--- config.mk ---
export PLATFORM = sky130hd
export DESIGN_NAME = divider_nbit_sm
export DESIGN_NICKNAME = d
export VERILOG_FILES = /design/src/rtl/divider_nbit_sm.sv
export SDC_FILE = /design/constraint.sdc
export NUM_CORES = 1
export LEC_CHECK = 0
export BUFFER_PORTS_ARGS = -buffer_cell sky130_fd_sc_hd__buf_4
export CORE_ASPECT_RATIO = 0.9
export CORE_MARGIN = 3
export CORE_UTILIZATION = 50
export CTS_CLUSTER_SIZE = 25
export DETAILED_ROUTE_END_ITERATION = 6
export HOLD_SLACK_MARGIN = 0.06
export PLACE_DENSITY = 0.72
export REMOVE_ABC_BUFFERS = 1
export SYNTH_ARGS = -nofsm -noshare
export SYNTH_HDL_FRONTEND = slang
export SYNTH_SLANG_ARGS = --single-unit
--- constraint.sdc ---
create_clock -name ClkPort -period 3.01 [get_ports ClkPort]
set_clock_uncertainty 0.15 [all_clocks]
set_input_delay 0.4515 -clock ClkPort [delete_from_list [all_inputs] [get_ports ClkPort]]
set_output_delay 0.4515 -clock ClkPort [all_outputs]
set_load 0.01 [all_outputs]
--- src/rtl/divider_nbit_sm.sv ---
// Restoring unsigned divider with Start/Ack handshake and one-hot state outputs.
// Produces one quotient bit per clock; a zero divisor short-circuits straight to DONE.
module divider_nbit_sm #(
    parameter int WIDTH = 8
) (
    input  logic             ClkPort,
    input  logic             Reset,
    input  logic [WIDTH-1:0] Xin,
    input  logic [WIDTH-1:0] Yin,
    input  logic             Start,
    input  logic             Ack,
    output logic [WIDTH-1:0] Quotient,
    output logic [WIDTH-1:0] Remainder,
    output logic             DivByZero,
    output logic             Done,
    output logic             Qi,
    output logic             Qc,
    output logic             Qd
);

    localparam int CW = (WIDTH > 1) ? $clog2(WIDTH) : 1;

    typedef enum logic [2:0] {
        S_INIT = 3'b001,
        S_COMP = 3'b010,
        S_DONE = 3'b100
    } state_t;

    state_t           state_q, state_d;
    logic [WIDTH-1:0] x_q, x_d;
    logic [WIDTH-1:0] y_q, y_d;
    logic [WIDTH:0]   r_q, r_d;
    logic [CW-1:0]    cnt_q, cnt_d;
    logic [WIDTH-1:0] quo_q, quo_d;
    logic [WIDTH-1:0] rem_q, rem_d;
    logic             dbz_q, dbz_d;

    logic [WIDTH:0]   trial;
    logic             qb;
    logic [WIDTH:0]   r_next;
    logic [WIDTH-1:0] x_next;

    // R never exceeds Y-1, so its low WIDTH bits carry the full partial remainder.
    always_comb begin
        trial  = {r_q[WIDTH-1:0], x_q[WIDTH-1]};
        qb     = (trial >= {1'b0, y_q});
        r_next = qb ? (trial - {1'b0, y_q}) : trial;
        x_next = {x_q[WIDTH-2:0], qb};
    end

    always_comb begin
        state_d = state_q;
        x_d     = x_q;
        y_d     = y_q;
        r_d     = r_q;
        cnt_d   = cnt_q;
        quo_d   = quo_q;
        rem_d   = rem_q;
        dbz_d   = dbz_q;
        case (state_q)
            S_INIT: begin
                if (Start) begin
                    if (Yin != '0) begin
                        x_d     = Xin;
                        y_d     = Yin;
                        r_d     = '0;
                        cnt_d   = CW'(WIDTH - 1);
                        dbz_d   = 1'b0;
                        state_d = S_COMP;
                    end else begin
                        quo_d   = '1;
                        rem_d   = Xin;
                        dbz_d   = 1'b1;
                        state_d = S_DONE;
                    end
                end
            end
            S_COMP: begin
                x_d   = x_next;
                r_d   = r_next;
                cnt_d = cnt_q - 1'b1;
                if (cnt_q == '0) begin
                    quo_d   = x_next;
                    rem_d   = r_next[WIDTH-1:0];
                    state_d = S_DONE;
                end
            end
            S_DONE: begin
                if (Ack) begin
                    state_d = S_INIT;
                end
            end
            default: state_d = S_INIT;
        endcase
    end

    always_ff @(posedge ClkPort or posedge Reset) begin
        if (Reset) begin
            state_q <= S_INIT;
            x_q     <= '0;
            y_q     <= '0;
            r_q     <= '0;
            cnt_q   <= '0;
            quo_q   <= '0;
            rem_q   <= '0;
            dbz_q   <= 1'b0;
        end else begin
            state_q <= state_d;
            x_q     <= x_d;
            y_q     <= y_d;
            r_q     <= r_d;
            cnt_q   <= cnt_d;
            quo_q   <= quo_d;
            rem_q   <= rem_d;
            dbz_q   <= dbz_d;
        end
    end

    assign Quotient  = quo_q;
    assign Remainder = rem_q;
    assign DivByZero = dbz_q;
    assign Qi        = (state_q == S_INIT);
    assign Qc        = (state_q == S_COMP);
    assign Qd        = (state_q == S_DONE);
    assign Done      = Qd;

endmodule

==> metrics.cfg, run 1 <==
[setup_path]
end_kind = register
worst-setup-path-type = reg -> reg
critical-path-max-stage-delay_ns = 0.41
path_max_fanout = 6
crit_buf_inv = 1
crit_chain = ha_1 > o211a_1 > o31a_4 > nor2_2 > o31ai_4 > buf_4 > mux2i_1 > a221oi_2
timing.rr.start = r_q[3]$_DFFE_PP0P_
crit_start = r_q[3]$_DFFE_PP0P_
cpMaxStageDelayCell = dfrtp_1
cp.required_ns = 3.03
critical-path-top-delay-family = compound AO/OA/AOI/OAI gates
cp.arrival_ns = 2.61
critPathLaunchType = register

[synth]
synth_ff_type = dfrtp_1
synthDistinctLibCells = 48
netlist_area_um2 = 2445
synth_top_cell_area_share = 0.4708
synth_seq_area_share = 0.4816
synthTopCellsByArea = dfrtp_1, o21ai_0, mux2i_1
synth_edf_count = 0
synth_cells = 244
ys_ff_latch = 47
synthArstFlopShare = 1.000
synth_most_common_cell = dfrtp_1
yosysWarnings = 0
syn_area_per_cell_um2 = 10.02
synth_common_cells = dfrtp_1, o21ai_0, nand2_1
synth_top_cell_by_area = dfrtp_1

[final_layout]
drive_gt1_frac = 0.2343
diodes = 0
finalInstanceArea_um2 = 2905
nFillCells = 410
fin_nets = 316
area_growth_pct = 18.83

[sta]
period_share = 0.8603
drv_slew = 0
period_minus_slack_ns = 2.590
final_hold_viol_count = 0
timing.hold.ws_ns = 0.2195
setup_viol = 0
max_clock_freq_ghz = 0.3862
timing.slew.headroom = 0.3516
tightest_slew_ns = 0.9712
tns_ns = 0
setup_ws_ns = 0.4204
rsz0062_at_grt = no

[power]
leakage_nw = 1.340
power_density_nw_per_um2 = 1182
ir_worst_vdd_v = 0.0005245

[placed_design]
dpl.hpwl_um = 4162
placed_cell_area_um2 = 2816
routabilityCongestion = 0.8653
port_buffers = 40
pre_cts_ws_ns = 0.4428

[run]
drv_cap = 0

[grt]
grt_antenna_before_repair = 0
grt_max_degree = 48
grt_pass1_vias = 2012
grt_use_total = 0.2121
overflow = 0
grt_pass1_wl_um = 9680

[detailed_routing]
wl_um = 5625
drt_iter0_drc = 96
num_vias = 1955
drtPass1Iterations = 4
drc_errors = 0
avgRoutedWirePerCell_um = 16.16
routed_via_density = 5.618
postRouteAntennaNets = 0

[cts]
insertion_delay_ns = 0.30
cts_sinks = 47
cts_inserted_buffers = 5
post_cts_buffers = 0
post_cts_resized = 0
clockBufferDepth = 2
cts-root-buf = clkbuf_8
clk_pin_slew_worst_paths_ns = 0.09
htree_levels = 2
hold_buffers = 0
cts_tree = yes

[worst_hold_path]
min_from = Yin[7]
min_path_type = in -> reg

[floorplan]
fp.dieW_um = 79.71
core_area_um2 = 4576
std_cell_rows = 23
die_h_um = 72.34
die_area_um2 = 5766
start_util = 0.5343
ios = 41

[outcome]
status = complete, no violations

-- state kept, by name, indices dropped and copies added (netlist names) --
| signal | count |
|---|---|
| cnt_q | 3 |
| x_q | 8 |
| y_q | 8 |
| Quotient | 8 |
| state_q | 3 |
| r_q | 8 |
| DivByZero | 1 |
| Remainder | 8 |
-- logic make-up (layout without fill, tap and decap cells) --
group,count (synthesis),in the layout,synth area share
buffers and inverters,31,73,0.05373
DFF,47,47,0.4816
xor gates and xnor gates,4,4,0.01433
and+or+nand+nor,63,63,0.1233
AOI/OAI and AO/OA,72,72,0.2006
muxes,16,16,0.06704
adders and majority gates,11,11,0.05937
-- metrics by stage --
| step | total power, mW | util | cells |
|---|---|---|---|
| floorplan | 2.420 | - | 233 |
| global placement | 3.004 | 0.6155 | 340 |
| detailed placement | 3.042 | 0.6155 | 340 |
| CTS | 3.440 | 0.6349 | 348 |
| global route | 3.724 | 0.6349 | 348 |
| finish | 3.434 | 0.6349 | 348 |
-- where the power goes --
group          switching (mW)  internal, mW
combinational            1.07         0.865
sequential              0.194         0.922
clock                   0.218         0.167
-- tightest hold or removal path, cell delays in order --
cell and delay [ns]:
buf_4 0.08, nand2_1 0.04, o21ai_0 0.06
-- cell type report --
| class | instances | area, um^2 | area share |
|---|---|---|---|
| Tap cell | 62 | 77.57 | 0.02670 |
| Inverter | 20 | 75.07 | 0.02584 |
| Multi-Input combinational cell | 166 | 1136 | 0.3910 |
| Clock inverter | 2 | 16.27 | 0.005599 |
| Sequential cell | 47 | 1177 | 0.4053 |
| Timing Repair Buffer | 45 | 350.3 | 0.1206 |
| Clock buffer | 6 | 72.57 | 0.02498 |
-- worst paths after layout --
check / cells after the start / endpoint / slack, ns
setup / recovery: 8 / Remainder[6]$_DFFE_PP0P_ / 0.42
hold / removal: 3 / y_q[7]$_DFFE_PP0P_ / 0.22
setup reg to reg: 8 / Remainder[6]$_DFFE_PP0P_ / 0.42
hold reg to reg: 2 / DivByZero$_DFFE_PP0P_ / 0.33
max in group asynchronous: 2 / r_q[5]$_DFFE_PP0P_ / 1.88
min in group asynchronous: 2 / state_q[1]$_DFFE_PP0P_ / 0.24
-- metal layers --
| metal | vias up | wire length [um] | share of wire | track usage |
|---|---|---|---|---|
| met5 | - | 0 | 0 | 0 |
| met4 | 0 | 103 | 0.018 | 0.05916 |
| met3 | 13 | 296 | 0.053 | 0.03970 |
| met2 | 58 | 2468 | 0.44 | 0.3336 |
| met1 | 944 | 2757 | 0.49 | 0.3019 |
| li1 | 940 | - | - | - |
-- cells in the final DEF, fill, tap and decap left out, types with 2 or more instances in the layout --
| cell type | netlist | layout |
|---|---|---|
| nand3b_1 | 2 | 2 |
| a21oi_1 | 8 | 8 |
| or4_1 | 3 | 3 |
| nand2_1 | 29 | 29 |
| nand2b_1 | 3 | 3 |
| nor3_1 | 3 | 3 |
| o22a_1 | 8 | 8 |
| a31oi_1 | 2 | 2 |
| or3_1 | 3 | 3 |
| xnor2_1 | 2 | 2 |
| o21ai_0 | 30 | 30 |
| nor2b_1 | 2 | 2 |
| inv_1 | 19 | 18 |
| mux2_2 | 3 | 3 |
| dfrtp_1 | 46 | 46 |
| xor2_1 | 2 | 2 |
| mux2i_1 | 13 | 13 |
| a21o_1 | 2 | 2 |
| clkbuf_8 | 0 | 5 |
| nor2_2 | 3 | 3 |
| nor2_1 | 9 | 9 |
| o211ai_1 | 2 | 2 |
| o22ai_1 | 7 | 7 |
| and2_1 | 2 | 2 |
| buf_4 | 1 | 44 |
| ha_1 | 10 | 10 |
| a211oi_1 | 2 | 2 |
(Power assumes the default switching activity.)
==> run 2, diff against run 1 <==
--- a/config.mk
+++ b/config.mk
@@ -9,6 +9,7 @@
 export CORE_ASPECT_RATIO = 0.9
 export CORE_MARGIN = 3
 export CORE_UTILIZATION = 50
+export CTS_BUF_LIST = sky130_fd_sc_hd__clkbuf_8 sky130_fd_sc_hd__clkbuf_16
 export CTS_CLUSTER_SIZE = 25
 export DETAILED_ROUTE_END_ITERATION = 6
 export HOLD_SLACK_MARGIN = 0.06
==> run 2 against run 1 <==
Against the previous run:
- sequential share of layout area unchanged
- register-to-register slack about the same
- fmax about the same
- highest routed layer unchanged
- total power down 0.14%
- count of clock-buffer cells in the layout down 1
- critical path depth unchanged
- core utilization unchanged
- sequential cell count unchanged
==> metrics.cfg, run 2 (synthesis gave the netlist of run 1 again) <==
[detailed_routing]
avgRoutedWirePerCell_um = 16.12  ; was 16.16 um
wl_um = 5609  ; was 5625 um
drt_iter0_drc = 96  ; unchanged
postRouteAntennaNets = 0  ; unchanged
drtPass1Iterations = 4  ; unchanged
routed_via_density = 5.626  ; was 5.618
drc_errors = 0  ; unchanged
num_vias = 1958  ; was 1955

[setup_path]
critPathLaunchType = register  ; unchanged
crit_start = r_q[3]$_DFFE_PP0P_  ; unchanged
timing.rr.start = r_q[3]$_DFFE_PP0P_  ; unchanged
cpMaxStageDelayCell = dfrtp_1  ; unchanged
cp.arrival_ns = 2.61  ; about the same
worst-setup-path-type = reg -> reg  ; unchanged
crit_chain = ha_1 > o211a_1 > o31a_4 > nor2_2 > o31ai_4 > buf_4 > mux2i_1 > a221oi_2  ; unchanged
cp.required_ns = 3.03  ; about the same
r2r_slack_ns = 0.42  ; about the same
critical-path-max-stage-delay_ns = 0.41  ; about the same
end_kind = register  ; unchanged
path_max_fanout = 6  ; unchanged

[sta]
max_clock_freq_ghz = 0.3861  ; was 0.3862 GHz
setup_viol = 0  ; unchanged
rsz0062_at_grt = no  ; unchanged
timing.slew.headroom = 0.3533  ; was 0.3516
period_minus_slack_ns = 2.590  ; about the same
tightest_slew_ns = 0.9687  ; was 0.9712 ns
period_share = 0.8605  ; was 0.8603
tns_ns = 0  ; unchanged
drv_slew = 0  ; unchanged
final_hold_viol_count = 0  ; unchanged

[floorplan]
die_area_um2 = 5766  ; unchanged
ios = 41  ; unchanged
core_area_um2 = 4576  ; unchanged
die_h_um = 72.34  ; unchanged
fp.dieW_um = 79.71  ; unchanged
start_util = 0.5343  ; unchanged
std_cell_rows = 23  ; unchanged

[grt]
grt_pass1_wl_um = 9680  ; unchanged
grt_antenna_before_repair = 0  ; unchanged
overflow = 0  ; unchanged
grt_pass1_vias = 2012  ; unchanged
grt_use_total = 0.2121  ; unchanged
grt_max_degree = 48  ; unchanged

[power]
power_density_nw_per_um2 = 1180  ; was 1182 nW/um^2
finalPower_mw = 3.429  ; was 3.434 mW
ir_worst_vdd_v = 0.0005243  ; was 0.0005245 V
leakage_nw = 1.344  ; was 1.340 nW

[cts]
clk_pin_slew_worst_paths_ns = 0.09  ; about the same
hold_buffers = 0  ; unchanged
cts_inserted_buffers = 5  ; unchanged
cts_sinks = 47  ; unchanged
insertion_delay_ns = 0.30  ; about the same
clockBufferDepth = 2  ; unchanged
cts_tree = yes  ; unchanged
post_cts_resized = 0  ; unchanged
htree_levels = 2  ; unchanged
cts-root-buf = clkbuf_8  ; unchanged
post_cts_buffers = 0  ; unchanged

[worst_hold_path]
min_path_type = in -> reg  ; unchanged
min_from = Yin[7]  ; unchanged

[placed_design]
port_buffers = 40  ; unchanged
routabilityCongestion = 0.8653  ; unchanged
dpl.hpwl_um = 4162  ; unchanged

[final_layout]
diodes = 0  ; unchanged
fin_nets = 316  ; unchanged
final_common_cell = dfrtp_1  ; unchanged
drive_gt1_frac = 0.2343  ; unchanged
final_cell_mix = dfrtp_1, buf_4, o21ai_0  ; unchanged
area_growth_pct = 18.83  ; unchanged

[run]
drv_cap = 0  ; unchanged

[outcome]
status = complete, no violations  ; unchanged

[run 2: cell types whose count changed in the layout (fill, tap and decap cells not counted), sizes merged]
cell    change
clkbuf      -1
inv         +1
[run 2: metal layers]
metal | GRT usage | wire length, um
met1 | 0.3019 | 2734
met2 | 0.3336 | 2471
met3 | 0.03970 | 300
met4 | 0.05916 | 103
met5 | 0 | 0
[run 2: critical path, delay by kind of cell, from the launching register on]
family,cells,cell delay (ns)
AO/OA/AOI/OAI,4,0.84
flip-flops,1,0.41
multiplexers,1,0.39
adder cells (fa/ha/maj),1,0.38
buffers and inverters,1,0.24
AND/OR/NAND/NOR,1,0.06
[run 2: cell type report]
| type | count | area, um^2 |
|---|---|---|
| clock buffer | 5 | 68.82 |
| tap | 62 | 77.57 |
| multi-input combinational | 166 | 1136 |
| fill | 410 | 1670 |
| clock inverter | 3 | 20.02 |
| sequential | 47 | 1177 |
| timing repair buffer | 45 | 350.3 |
| inverter | 20 | 75.07 |
[run 2: path summary, 6_finish.rpt]
path                                            endpoint  cells after the start
max in group asynchronous             r_q[5]$_DFFE_PP0P_                      2
worst min-delay path                  y_q[7]$_DFFE_PP0P_                      3
worst max-delay path            Remainder[6]$_DFFE_PP0P_                      8
worst min register to register     DivByZero$_DFFE_PP0P_                      2
min in group asynchronous         state_q[1]$_DFFE_PP0P_                      2
worst max register to register  Remainder[6]$_DFFE_PP0P_                      8
[run 2: metrics by stage]
stage               instances  utilization  setup slack, ns  hold slack, ns  area (um^2)
finish                    348       0.6349           0.4199          0.2197         2905
global route              348       0.6349           0.2550          0.2265         2905
detailed placement        340       0.6155           0.4428          0.3180         2816
global placement          340       0.6155           0.5034          0.3153         2816
CTS                       348       0.6349           0.4451          0.2165         2905
floorplan                 233            -           0.2446          0.2945         2389
[run 2: report_power, final]
group,internal (mW),switching (mW),total (mW)
clock,0.164,0.218,0.381
combinational,0.865,1.07,1.93
sequential,0.922,0.194,1.12
